`src/rtl/mips_pipeline_mem_wb_writeback_pkg.sv`:
```
// Shared constants for the MEM/WB write-back slice: default widths, load-size
// encodings and the hard-wired zero register index.
package mips_pipeline_mem_wb_writeback_pkg;

    localparam int WORD_W     = 32;
    localparam int REG_ADDR_W = 5;

    localparam logic [1:0] MEM_SIZE_BYTE = 2'b00;
    localparam logic [1:0] MEM_SIZE_HALF = 2'b01;
    localparam logic [1:0] MEM_SIZE_WORD = 2'b10;

    localparam logic [REG_ADDR_W-1:0] ZERO_REG = '0;

endpackage

```
`src/rtl/mips_load_extract.sv`:
```
// Little-endian sub-word load extraction with sign/zero extension.
// Purely combinational; any size encoding other than byte/half returns the word.
module mips_load_extract
    import mips_pipeline_mem_wb_writeback_pkg::*;
#(
    parameter int WORD_W = 32
) (
    input  logic [WORD_W-1:0] mem_out,
    input  logic [1:0]        off,
    input  logic [1:0]        size,
    input  logic              sign_ext,
    output logic [WORD_W-1:0] extracted
);

    logic [7:0]  byte_sel;
    logic [15:0] half_sel;

    always_comb begin
        byte_sel = '0;
        case (off)
            2'd0:    byte_sel = mem_out[7:0];
            2'd1:    byte_sel = mem_out[15:8];
            2'd2:    byte_sel = mem_out[23:16];
            default: byte_sel = mem_out[31:24];
        endcase
        // off[0] is not looked at: misaligned halfwords never reach this stage
        half_sel = off[1] ? mem_out[31:16] : mem_out[15:0];
    end

    always_comb begin
        extracted = mem_out;
        case (size)
            MEM_SIZE_BYTE: extracted = {{(WORD_W-8){sign_ext & byte_sel[7]}}, byte_sel};
            MEM_SIZE_HALF: extracted = {{(WORD_W-16){sign_ext & half_sel[15]}}, half_sel};
            default:       extracted = mem_out;
        endcase
    end

endmodule

```
`src/rtl/mips_pipeline_mem_wb_writeback.sv`:
```
// MEM/WB pipeline register plus WB stage: load extraction, write-back select,
// register-file write port, WB->EX forwarding and a retired-instruction counter.
module mips_pipeline_mem_wb_writeback #(
    parameter int WORD_W     = mips_pipeline_mem_wb_writeback_pkg::WORD_W,
    parameter int REG_ADDR_W = mips_pipeline_mem_wb_writeback_pkg::REG_ADDR_W,
    parameter int CNT_W      = 32
) (
    input  logic                  clock,
    input  logic                  reset_n,
    input  logic                  stall,
    input  logic                  flush,
    input  logic                  in_valid,
    input  logic                  in_reg_write,
    input  logic                  in_mem_to_reg,
    input  logic [1:0]            in_mem_size,
    input  logic                  in_mem_signed,
    input  logic [WORD_W-1:0]     in_alu_out,
    input  logic [WORD_W-1:0]     in_mem_out,
    input  logic [REG_ADDR_W-1:0] in_dest_reg,
    output logic                  rf_we,
    output logic [REG_ADDR_W-1:0] rf_waddr,
    output logic [WORD_W-1:0]     rf_wdata,
    output logic                  fwd_valid,
    output logic [REG_ADDR_W-1:0] fwd_reg,
    output logic [WORD_W-1:0]     fwd_data,
    output logic [CNT_W-1:0]      retired
);

    import mips_pipeline_mem_wb_writeback_pkg::*;

    typedef struct packed {
        logic                  valid;
        logic                  reg_write;
        logic                  mem_to_reg;
        logic [1:0]            mem_size;
        logic                  mem_signed;
        logic [WORD_W-1:0]     alu_out;
        logic [WORD_W-1:0]     mem_out;
        logic [REG_ADDR_W-1:0] dest_reg;
    } mem_wb_t;

    mem_wb_t            mem_wb_q;
    mem_wb_t            mem_wb_d;
    logic [WORD_W-1:0]  load_dat;
    logic [WORD_W-1:0]  wb_dat;
    logic               we;

    always_comb begin
        mem_wb_d            = '0;
        mem_wb_d.valid      = in_valid;
        mem_wb_d.reg_write  = in_reg_write;
        mem_wb_d.mem_to_reg = in_mem_to_reg;
        mem_wb_d.mem_size   = in_mem_size;
        mem_wb_d.mem_signed = in_mem_signed;
        mem_wb_d.alu_out    = in_alu_out;
        mem_wb_d.mem_out    = in_mem_out;
        mem_wb_d.dest_reg   = in_dest_reg;
    end

    always_ff @(posedge clock) begin
        if (!reset_n) begin
            mem_wb_q <= '0;
        end else if (flush) begin
            mem_wb_q <= '0;
        end else if (!stall) begin
            mem_wb_q <= mem_wb_d;
        end
    end

    // The instruction in WB retires when it leaves, which a same-cycle flush does not undo.
    always_ff @(posedge clock) begin
        if (!reset_n) begin
            retired <= '0;
        end else if (mem_wb_q.valid && !stall) begin
            retired <= retired + CNT_W'(1);
        end
    end

    mips_load_extract #(
        .WORD_W (WORD_W)
    ) u_load_extract (
        .mem_out   (mem_wb_q.mem_out),
        .off       (mem_wb_q.alu_out[1:0]),
        .size      (mem_wb_q.mem_size),
        .sign_ext  (mem_wb_q.mem_signed),
        .extracted (load_dat)
    );

    always_comb begin
        wb_dat = mem_wb_q.mem_to_reg ? load_dat : mem_wb_q.alu_out;
        we     = mem_wb_q.valid && mem_wb_q.reg_write
                 && (mem_wb_q.dest_reg != REG_ADDR_W'(ZERO_REG));
    end

    assign rf_we     = we;
    assign rf_waddr  = mem_wb_q.dest_reg;
    assign rf_wdata  = wb_dat;
    assign fwd_valid = we;
    assign fwd_reg   = mem_wb_q.dest_reg;
    assign fwd_data  = wb_dat;

endmodule
```
`config.mk`:
```
export PLATFORM = sky130hd
export DESIGN_NAME = mips_pipeline_mem_wb_writeback
export DESIGN_NICKNAME = d
export VERILOG_FILES = /design/src/rtl/mips_pipeline_mem_wb_writeback_pkg.sv /design/src/rtl/mips_load_extract.sv /design/src/rtl/mips_pipeline_mem_wb_writeback.sv
export SDC_FILE = /design/constraint.sdc
export NUM_CORES = 1
export LEC_CHECK = 0
export ABC_AREA = 1
export ABC_CLOCK_PERIOD_IN_PS = 1370
export CORE_MARGIN = 5
export CORE_UTILIZATION = 42
export DETAILED_ROUTE_END_ITERATION = 8
export PLACE_DENSITY_LB_ADDON = 0.05
export SYNTH_ARGS = -nofsm -noshare
export SYNTH_HDL_FRONTEND = slang
export SYNTH_HIERARCHICAL = 1
export SYNTH_SLANG_ARGS = --single-unit
```
`constraint.sdc`:
```
create_clock -name clock -period 1.37 [get_ports clock]
set_input_delay 0.137 -clock clock [delete_from_list [all_inputs] [get_ports clock]]
set_output_delay 0.137 -clock clock [all_outputs]
set_load 0.01 [all_outputs]
```
* Yosys cells after proc, flatten, opt, wreduce, memory -nomap -nowiden *
Index checks and enable logic that the tools add are counted.
W data, S select, Z words.

operators by class
  equal/unequal tests = 3
  magnitude comparators = 0
  div/mod/pow operators = 0
  reductions and logical operators = 8
  shift-type cells = 0
  $mul = 0
  multiplexer cells = 4
  bitwise gates (word level) = 3
  $add $sub $neg = 1

operator list
  operator                 number
  $pmux W32 S2             1
  $add A32 B1 Y32 const B  1
  $mux W32                 1
  $pmux W8 S3              1
  $mux W16                 1
  $reduce_bool A5 Y1       1
  $eq A2 B1 Y1 const B     2
  $logic_not A2 Y1         2
  $logic_and A1 B1 Y1      3
  $and A1 B1 Y1            2
  $eq A2 B2 Y1 const B     1
  $reduce_or A2 Y1         1
  $logic_not A1 Y1         1
  $not A1 Y1               1

word-level totals
  register bits after elaboration = 107
  logic and storage cells = 28
  bits in latches = 0
  output and inout port bits = 108
  memories = 0
  memory bits (writable) = 0
  ROM bits = 0
  bits of input ports = 79

* Longest topological paths before layout *
Gate-level depths: netlist of the first run.

  depth in word-level cells = 5
  mapped depth = 10
  mapped depth without buffers = 9

* Modules after synthesis *
The synthesis of the first run kept the hierarchy.

modules (own cells, without submodules)
  module                          seq. area each (µm²)  cells an instance  instances  area an instance (µm²)
  mips_pipeline_mem_wb_writeback  2142.1                710                1          4984.8
  mips_load_extract               0.0                   156                1          733.2

* Least setup slack after synthesis of the first run *
Ideal clock, no wire load.

  path kind = register -> output
  start point = reg mem_wb_q[38] (netlist name)
  end point = out rf_wdata[24]
  cell stages (with the launch flop) = 10
  path buffers = 3
  path slack = -0.211 ns
  data required time = 1.233 ns
  arrival = 1.444 ns
  cells stage by stage = dfxtp_1 -> buf_6 -> nand2_1 -> o21a_1 -> nand3_2 -> buf_6 -> nand3_1 -> nand2_1 -> o21ai_0 -> buf_4

on the way
  cells in the longest elaborated chain, start to end = 5
  elaborated cells between the ends (all ways) = 9
  those cells by class = eq/ne (2); mux (4); bitwise (2); reduce/logical (1)

RTL lines
  element                               RTL line                              source
  start: declaration                    mips_pipeline_mem_wb_writeback.sv:42  mem_wb_t mem_wb_q;
  start signal: assignment              mips_pipeline_mem_wb_writeback.sv:66  mem_wb_q <= mem_wb_d;
  $eq A2 B2 Y1 (tied with other cells)  mips_load_extract.sv:20               case (off)
  $pmux W8 S3                           mips_load_extract.sv:20
  $and A1 B1 Y1                         mips_load_extract.sv:33               MEM_SIZE_BYTE: extracted = {{(WORD_W-8){sign_ext & byte_sel[7]}}, byte_sel};
  $pmux W32 S2 (*)                      mips_load_extract.sv:32               case (size)
  named net load_dat[24]                mips_pipeline_mem_wb_writeback.sv:44  logic [WORD_W-1:0] load_dat;
  $mux W32 (*)                          mips_pipeline_mem_wb_writeback.sv:90  wb_dat = mem_wb_q.mem_to_reg ? load_dat : mem_wb_q.alu_out;
  end: declaration                      mips_pipeline_mem_wb_writeback.sv:22  output logic [WORD_W-1:0] rf_wdata,

Mark *: on every way through the listed nets, which the timed path passes. The rest lies on a longest branch.

* Worst setup path after layout of the first run *
  start point = reg mem_wb_q[38] (netlist name)
  end point = out fwd_data[15]

on the way
  cells in the longest elaborated chain, start to end = 5
  elaborated cells between the ends (all ways) = 8
  those cells by class = eq/ne (2); mux (4); bitwise (1); reduce/logical (1)

RTL lines
  element                               RTL line                              source
  $eq A2 B2 Y1 (tied with other cells)  mips_load_extract.sv:20
  $pmux W8 S3                           mips_load_extract.sv:20
  $and A1 B1 Y1                         mips_load_extract.sv:33
  $pmux W32 S2 (*)                      mips_load_extract.sv:32
  named net load_dat[15]                mips_pipeline_mem_wb_writeback.sv:44
  $mux W32 (*)                          mips_pipeline_mem_wb_writeback.sv:90
  end: declaration                      mips_pipeline_mem_wb_writeback.sv:25  output logic [WORD_W-1:0] fwd_data,

Marks and branches as above.

==> flow_metrics.tcl, run 1 <==
set metrics [dict create \
    io_pins 187 \
    avgSynthCellArea_um2 6.60 \
    setup_viol 71 \
    ys.warnings.count 6 \
    globalplace.congestion 0.879 \
    end_kind "primary output" \
    post-route-period-util_pct 139 \
    min_period_ns 1.90 \
    num_rows 42 \
    grt_overflow 0 \
    fp.dieArea_mm2 0.0160 \
    p_comb_share_pct 14.1 \
    via_per_inst 4.79 \
    violations "setup timing" \
    hpwl_mm 13.1 \
    synth_seq_cells 107 \
    wl_per_cell_um 14.2 \
    maxCapViolCount 0 \
    crit_path_max_incr_delay_ns 0.40 \
    critPathArrivalTime_ns 1.77 \
    multi_input_area_mm2 0.00320 \
    setup_ws_ns -0.534 \
    routed_wl_mm 18.1 \
    diodes 0 \
    synthCells 866 \
    clk_pin_slew_worst_paths_ns 0.07 \
    synth_fp_nets 946 \
    ir_worst_vdd_uv 483 \
    cp-start-kind "flip-flop" \
    cp_max_fo 7 \
    grtUsageTotal_pct 21.8 \
    status "finished with violations" \
    cts_hold_buf 0 \
    final_max_slew_viol_count 0 \
    dieHeight_um 127 \
    most-common-layout-cells "nand2_1, buf_4, dfxtp_1" \
    switching_share_pct 24.9 \
    internal-power_w 0.00509 \
    route.vias.total 6100 \
    maxSlewHeadroom_pct 70.0 \
    numCtsBuffers 9 \
    p_total_w 0.00678 \
    drtPass1Iterations 5 \
    grt_max_degree 108 \
    cts_root_buf "clkbuf_16" \
    layout_commonest_cell "nand2_1" \
    cts_tree "yes" \
    hold_path.class "in2reg" \
    start_util_pct 43.0 \
    numClockSinks 107 \
    rsz0062_at_grt "yes" \
    synthToLayoutAreaGrowth_pct 54.1 \
    required_ns 1.23 \
    p_leak_nw 4.19 \
    power_density_mw_per_mm2 769 \
    clockBufferDepth 2 \
    nets 1173 \
    synth_area_mm2 0.00572 \
    largest_register_ffs 70 \
    synth_cell_types 32 \
    p_clk_share_pct 38.3 \
    regArea_mm2 0.00219 \
    fmax_ghz 0.525 \
    grt_pass1_wl_mm 28.8 \
    hold_ws_ns 0.327 \
    power_frac_seq_pct 47.6 \
    grt_pass1_vias 5992 \
    htreeDepth 3 \
    worst_pin_slew_ns 0.450 \
    crit_family "simple AND/OR/NAND/NOR gates" \
    final_antenna_net_count 0 \
    fp.dieW_um 127 \
    crit_chain "inv_4 -> nand2_2 -> nand2_1 -> nand3_2 -> nand3_4 -> buf_4 -> nand3_1 -> nand2_1 -> o21ai_1 -> buf_2" \
    worstSkewPairLatency_ns 0.35 \
    crit_path_frequent_cell "nand2_1" \
    drive_above_1_share_pct 32.3 \
    coreArea_mm2 0.0133 \
    critPathBufInv 3 \
    power_switching_w 0.00169 \
    drcViolationCount 0 \
    n_fill_cell 1250 \
    path_class "reg2out" \
    slowest_stage "dfxtp_4" \
    drt_iter0_markers 259 \
    io_buffers 186 \
    hold_violations 0 \
    synth.yosys.seq_area_share_pct 37.5 \
    fin_worst_skew_ns 0.00710 \
    antenna_found_initial 0 \
]
-- final cells by class --
| class | count | share of cell area [%] |
|---|---|---|
| clock inverter | 6 | 0.753 |
| tap | 176 | 2.50 |
| multi-input combinational | 584 | 36.3 |
| timing repair buffer | 301 | 29.1 |
| inverter | 90 | 3.98 |
| clock buffer | 10 | 2.60 |
| sequential | 107 | 24.8 |
-- synth_stat cells, drive strengths merged --
library cell	number	area, µm²
o21ai	47	235
nor3	10	66.3
nor2	89	370
nand3	51	280
buf	59	425
a21oi	63	315
o211ai	7	52.6
a211oi	32	240
nand2	270	1030
ha	1	12.5
nor3b	1	12.5
o21a	2	15.0
xor2	1	8.76
or2	1	6.26
inv	90	343
dfxtp	107	2140
nand4	7	58.8
clkbuf	28	105
-- timing repair --
item	CTS	global route
gates resized for setup	328	106
gates cloned	3	2
pin swaps	14	36
buffers inserted	3	8
endpoints found under the setup margin	123	90
-- per-stage QoR --
step	instance area [µm²]	TNS, ns	worst slack [ns]	util, %	std cells
after floorplan	5910	-1.38	-0.0682	-	866
after global placement	8310	-39.33	-0.487	62.5	1243
after detailed placement	8310	-42.06	-0.507	62.5	1243
after CTS	8480	-29.55	-0.552	63.7	1265
after global routing	8810	-38.26	-0.626	66.3	1274
final	8810	-30.53	-0.534	66.3	1274
-- per-layer routing --
| layer | GRT usage (%) | part of all wire (%) | wire length, µm |
|---|---|---|---|
| met5 | 0 | 0 | 0 |
| met4 | 5.99 | 1.4 | 252 |
| met3 | 5.34 | 6.7 | 1210 |
| met2 | 37.6 | 49 | 8850 |
| met1 | 27.0 | 43 | 7790 |
-- worst reg2reg max path, cell delays in order, from the launching register on --
cell and delay [ns]:
dfxtp_4 0.37, ha_4 0.15, nand3_4 0.08, nor2_4 0.17, nand2_4 0.11, nor2_4 0.21
nand4_1 0.12, nand2_1 0.09, nor2_2 0.04
-- power groups by stage --
stage,clock network [W],registers (W),logic [W]
floorplan,0,0.00330,0.000497
global placement,0,0.00331,0.00101
detailed placement,0,0.00331,0.00102
CTS,0.00267,0.00323,0.000950
global route,0.00277,0.00324,0.00105
finish,0.00260,0.00323,0.000958
-- kinds of logic after synthesis --
family | count (synthesis) | synth area share [%]
simple gates | 429 | 31.9
buf+inv | 177 | 15.3
compound gates | 151 | 15.0
flops | 107 | 37.5
xor+xnor | 1 | 0.153
fa+ha+maj | 1 | 0.219
-- path summary, 6_finish.rpt --
| path | startpoint | end | slack (ns) | depth (start not counted) |
|---|---|---|---|---|
| worst max-delay path | mem_wb_q[38] | fwd_data[15] | -0.53 | 10 |
| worst min-delay path | stall | retired[0] | 0.33 | 6 |
| worst max register to register | retired[1] | retired[26] | -0.08 | 8 |
| worst min register to register | retired[18] | retired[18] | 0.47 | 1 |
Power figures use the tool's default switching activity.
==> run 2: changes to the inputs <==
- SYNTH_HIERARCHICAL: 1 -> not set
==> flow_metrics.tcl, run 2 <==
set metrics [dict create \
    status "finished with violations" \
    violations "setup timing" \
    synth_area_mm2 0.00548 \
    dp_cells 1184 \
    post-route-period-util_pct 144 \
    num_rows 41 \
    diodes 0 \
    layout_commonest_cell "nand2_1" \
    nets 1139 \
    grt_max_degree 83 \
    end_kind "primary output" \
    ff2ff_path_depth 8 \
    maxCapViolCount 0 \
    crit_chain "inv_6 -> nand2_4 -> nor2_4 -> nand2_2 -> nand2_4 -> o21ai_4 -> buf_6 -> buf_4 -> a21oi_4 -> buf_2" \
    routed_wl_mm 20.2 \
    final-instance-count-excl-fill 1236 \
    path_class "reg2out" \
    avgSynthCellArea_um2 6.76 \
    drtPass1Iterations 5 \
    io_pins 187 \
    crit_family "buffers and inverters" \
    synthToLayoutAreaGrowth_pct 68.3 \
    synthCells 810 \
    grt_pass1_vias 6356 \
    fp.dieW_um 124 \
    synth_cell_types 41 \
    cts_tree "yes" \
    clk_pin_slew_worst_paths_ns 0.07 \
    fmax_ghz 0.508 \
    p_total_w 0.00716 \
    crit_path_max_incr_delay_ns 0.37 \
    hpwl_mm 13.8 \
    slowest_stage "dfxtp_4" \
    setup_ws_ns -0.598 \
    p_leak_nw 3.92 \
    min_path_cells 4 \
    required_ns 1.23 \
    dieHeight_um 124 \
    io_buffers 186 \
    synth_edf_count 0 \
    grt_pass1_wl_mm 31.6 \
    most-common-layout-cells "nand2_1, buf_4, a21oi_1" \
    route.vias.total 6294 \
    numCtsBuffers 9 \
    synth_seq_cells 107 \
    rsz0062_at_grt "yes" \
    maxSlewHeadroom_pct 74.9 \
    worst_pin_slew_ns 0.366 \
    final_max_slew_viol_count 0 \
    drcViolationCount 0 \
    power_density_mw_per_mm2 777 \
    via_per_inst 5.09 \
    antenna_found_initial 2 \
    numClockSinks 107 \
    wl_per_cell_um 16.3 \
    grt_overflow 0 \
    fin_worst_skew_ns 0.00415 \
    final_antenna_net_count 0 \
    path_depth 10 \
    drive_above_1_share_pct 35.5 \
    htreeDepth 3 \
    globalplace.congestion 0.903 \
    ir_worst_vdd_uv 556 \
    crit_path_frequent_cell "nand2_4" \
    cp-start-kind "flip-flop" \
    netlist_top_cells_area "dfxtp_1, nand2_1, a21oi_1" \
    yosysTopAreaCellShare_pct 39.1 \
    start_util_pct 43.1 \
    synth-async-reset-ratio_pct 0 \
    cp_max_fo 4 \
    cts_hold_buf 0 \
    drt_iter0_markers 402 \
    ys.flop_type "dfxtp_1" \
    grtUsageTotal_pct 24.5 \
    critPathBufInv 4 \
    hold_violations 0 \
    hold_ws_ns 0.246 \
    hold_path.class "in2reg" \
    worstSkewPairLatency_ns 0.35 \
    synth_commonest_cells "nand2_1, a21oi_1, dfxtp_1" \
    synth_fp_nets 890 \
    min_period_ns 1.97 \
    yosys.cell_count.top_type "nand2_1" \
    clockBufferDepth 2 \
    fp.dieArea_mm2 0.0154 \
    synth.yosys.seq_area_share_pct 39.1 \
    ys.warnings.count 0 \
    coreArea_mm2 0.0127 \
    largest_register_ffs 70 \
    cts_root_buf "clkbuf_16" \
    critPathArrivalTime_ns 1.83 \
    setup_viol 73 \
    yosysTopAreaCell "dfxtp_1" \
]
## run 2: routing by layer
| layer | wire (µm) | GRT usage [%] | vias to the layer above |
|---|---|---|---|
| li1 | - | - | 3085 |
| met1 | 7710 | 27.0 | 2925 |
| met2 | 10700 | 44.7 | 231 |
| met3 | 1150 | 5.83 | 49 |
| met4 | 597 | 10.5 | 4 |
| met5 | 29 | 0 | - |
## run 2: cell type report
cell class | instances | area (µm²)
Timing Repair inverter | 1 | 6.26
Clock inverter | 6 | 55.1
Fill cell | 1038 | 3500
Tap cell | 172 | 215
Multi-Input combinational cell | 564 | 3420
Inverter | 59 | 243
Timing Repair Buffer | 317 | 2850
Clock buffer | 10 | 239
Sequential cell | 107 | 2190
## run 2: where the power goes
part	leakage (nW)	internal, W	total, W	switching (W)
clock	0.152	0.00145	0.00261	0.00116
combinational	2.89	0.000673	0.00132	0.000644
sequential	0.882	0.00317	0.00323	0.0000633
total	3.92	0.00529	0.00716	0.00187
## run 2: path summary, 6_finish.rpt
kind | from | end | slack (ns)
worst max register to register | retired[1] | retired[16] | -0.11
worst max-delay path | mem_wb_q[70] | rf_wdata[31] | -0.60
worst min-delay path | stall | retired[0] | 0.25
worst min register to register | mem_wb_q[55] | mem_wb_q[55] | 0.47
## run 2: worst register-to-register path: cells and delay by family, from the launching register on
kind,cells,cell delay (ns)
buf+inv,2,0.19
flops,1,0.37
simple gates,4,0.58
xor+xnor,1,0.10
fa+ha+maj,1,0.15
## run 2: cell families (layout without fill, tap and decap cells)
| logic type | count (synthesis) | in the layout | synth area share [%] |
|---|---|---|---|
| adder cells (fa/ha/maj) | 1 | 1 | 0.228 |
| flip-flops | 107 | 107 | 39.1 |
| multiplexers | 5 | 5 | 0.914 |
| AND/OR/NAND/NOR | 371 | 371 | 28.4 |
| XOR/XNOR | 3 | 3 | 0.480 |
| AO/OA/AOI/OAI | 183 | 184 | 17.9 |
| buffers and inverters | 140 | 393 | 13.0 |
## run 2: per-stage QoR
stage / setup TNS, ns / util (%) / cell area (µm²) / setup slack [ns]
after detailed placement: -45.65 / 63.7 / 8110 / -0.688
after floorplan: -2.17 / - / 5780 / -0.130
after global placement: -43.77 / 63.7 / 8110 / -0.644
after CTS: -30.06 / 69.2 / 8800 / -0.568
final: -34.53 / 72.5 / 9220 / -0.598
after global routing: -39.32 / 72.5 / 9220 / -0.651
## run 2: timing repair
| action | 4_1_cts | 5_1_grt |
|---|---|---|
| pin swaps | 35 | 45 |
| gates resized for setup | 448 | 94 |
| setup endpoints to repair | 127 | 85 |
| setup buffers | 23 | 13 |
| gates cloned | 2 | 0 |
==> run 3: changes to the inputs <==
- CORE_MARGIN: 5 -> 3
==> flow_metrics.tcl, run 3 (synthesis results as in run 2) <==
set metrics [dict create \
    dieHeight_um 120 \
    largest_register_ffs 70 \
    hpwl_mm 13.3 \
    required_ns 1.23 \
    layout_commonest_cell "nand2_1" \
    p_clk_share_pct 35.4 \
    nets 1135 \
    cts_root_buf "clkbuf_16" \
    routed_wl_mm 19.9 \
    maxSlewHeadroom_pct 74.9 \
    end_kind "primary output" \
    coreArea_mm2 0.0127 \
    start_util_pct 43.2 \
    wl_per_cell_um 16.2 \
    crit_family "compound AO/OA/AOI/OAI gates" \
    n_fill_cell 1020 \
    min_period_ns 2.03 \
    cp_max_fo 3 \
    clk_pin_slew_worst_paths_ns 0.07 \
    drive_above_1_share_pct 34.2 \
    most-common-layout-cells "nand2_1, a21oi_1, buf_4" \
    path_class "reg2out" \
    io_pins 187 \
    cp-start-kind "flip-flop" \
    p_total_w 0.00707 \
    fmax_ghz 0.493 \
    grt_max_degree 83 \
    cp-startpoint "mem_wb_q[36]" \
    numCtsBuffers 9 \
    final_max_slew_viol_count 0 \
    power_density_mw_per_mm2 762 \
    cts_tree "yes" \
    htreeDepth 3 \
    synthToLayoutAreaGrowth_pct 69.4 \
    clockBufferDepth 2 \
    setup_ws_ns -0.657 \
    critPathBufInv 4 \
    route.vias.total 6301 \
    num_rows 41 \
    post-route-period-util_pct 148 \
    setup_viol 76 \
    antenna_found_initial 0 \
    diodes 0 \
    maxCapViolCount 0 \
    hold_violations 0 \
    hold_path.class "in2reg" \
    drcViolationCount 0 \
    grt_overflow 0 \
    crit_path_max_incr_delay_ns 0.34 \
    numClockSinks 107 \
    critPathArrivalTime_ns 1.89 \
    worstSkewPairLatency_ns 0.36 \
    rsz0062_at_grt "yes" \
    final_antenna_net_count 0 \
    p_leak_nw 3.92 \
    grt_pass1_vias 6265 \
    fin_worst_skew_ns 0.00860 \
    io_buffers 186 \
    worst_pin_slew_ns 0.374 \
    finalSetupTns_ns -36.07 \
    crit_chain "inv_1 -> o21ai_4 -> nand2_2 -> nand2_4 -> o21ai_4 -> buf_12 -> buf_6 -> a21oi_4 -> buf_6" \
    drtPass1Iterations 5 \
    fp.dieArea_mm2 0.0144 \
    p_comb_share_pct 18.7 \
    via_per_inst 5.11 \
    status "finished with violations" \
    r2r_start "retired[1]" \
    power_switching_w 0.00188 \
    power_frac_seq_pct 45.9 \
    violations "setup timing" \
    fp.dieW_um 120 \
    slowest_stage "dfxtp_1" \
    drt_iter0_markers 404 \
    min-delay-start "stall" \
    switching_share_pct 26.7 \
    internal-power_w 0.00518 \
    grt_pass1_wl_mm 30.2 \
    cts_hold_buf 0 \
    hold_ws_ns 0.236 \
    dp_slack_ns -0.641 \
    globalplace.congestion 0.902 \
    ir_worst_vdd_uv 585 \
    grtUsageTotal_pct 25.8 \
]
run 3: cell count changes in the layout (fill, tap and decap cells not counted), sizes merged:
cell           before  now
buf               199  193
clkbuf             10   14
inv                59   57
bufinv              1    0
clkdlybuf4s15       0    1
clkinv              5    4
dlygate4sd2        41   42
run 3: metrics by stage:
stage          cells  utilization [%]  area (µm²)
4_1_cts         1223             70.1        8880
6_report        1232             73.2        9280
5_1_grt         1232             73.2        9280
2_1_floorplan    810                -        5780
3_3_place_gp    1177             64.0        8110
3_5_place_dp    1177             64.0        8110
run 3: repair_timing:
action	in CTS	in global routing
gates cloned	2	0
buffers inserted	28	11
pin swaps	34	26
endpoints found under the setup margin	125	88
gates resized for setup	447	89
run 3: path summary, 6_finish.rpt:
| kind | to | slack, ns | cells after the start |
|---|---|---|---|
| setup reg to reg | retired[16] | -0.11 | 8 |
| hold reg to reg | mem_wb_q[56] | 0.46 | 2 |
| setup / recovery | fwd_data[19] | -0.66 | 9 |
| hold / removal | retired[0] | 0.24 | 4 |
run 3: cell type report:
type	instances	area, µm²	share of cell area (%)
multi-input cells	564	3430	36.9
repair buffers	313	2920	31.5
flip-flops and latches	107	2180	23.5
clock buffers	14	264	2.85
inverters	59	250	2.70
well taps	172	215	2.32
clock inverters	2	10.0	0.108
repair inverters	1	8.76	0.0944
run 3: routing by layer:
| metal | wire length [µm] | up-vias | track usage [%] |
|---|---|---|---|
| li1 | - | 3071 | - |
| met1 | 7490 | 2987 | 28.5 |
| met2 | 10800 | 191 | 47.3 |
| met3 | 1100 | 52 | 6.69 |
| met4 | 588 | 0 | 10.0 |
| met5 | 0 | - | 0 |
run 3: worst register-to-register path, cell delays in order (launching register included):
cell	delay, ns
dfxtp_4	0.37
ha_4	0.15
inv_4	0.04
nor2_4	0.15
nand4_1	0.18
nor2_2	0.19
buf_4	0.14
xnor2_2	0.10
nor2_1	0.05
run 3: power groups by stage:
| stage | registers [W] | logic (W) | clock network (W) |
|---|---|---|---|
| 4_1_cts | 0.00324 | 0.00123 | 0.00253 |
| 6_report | 0.00324 | 0.00132 | 0.00250 |
| 5_1_grt | 0.00325 | 0.00140 | 0.00265 |
| 3_3_place_gp | 0.00330 | 0.00117 | 0 |
| 3_5_place_dp | 0.00330 | 0.00119 | 0 |
| 2_1_floorplan | 0.00329 | 0.000600 | 0 |
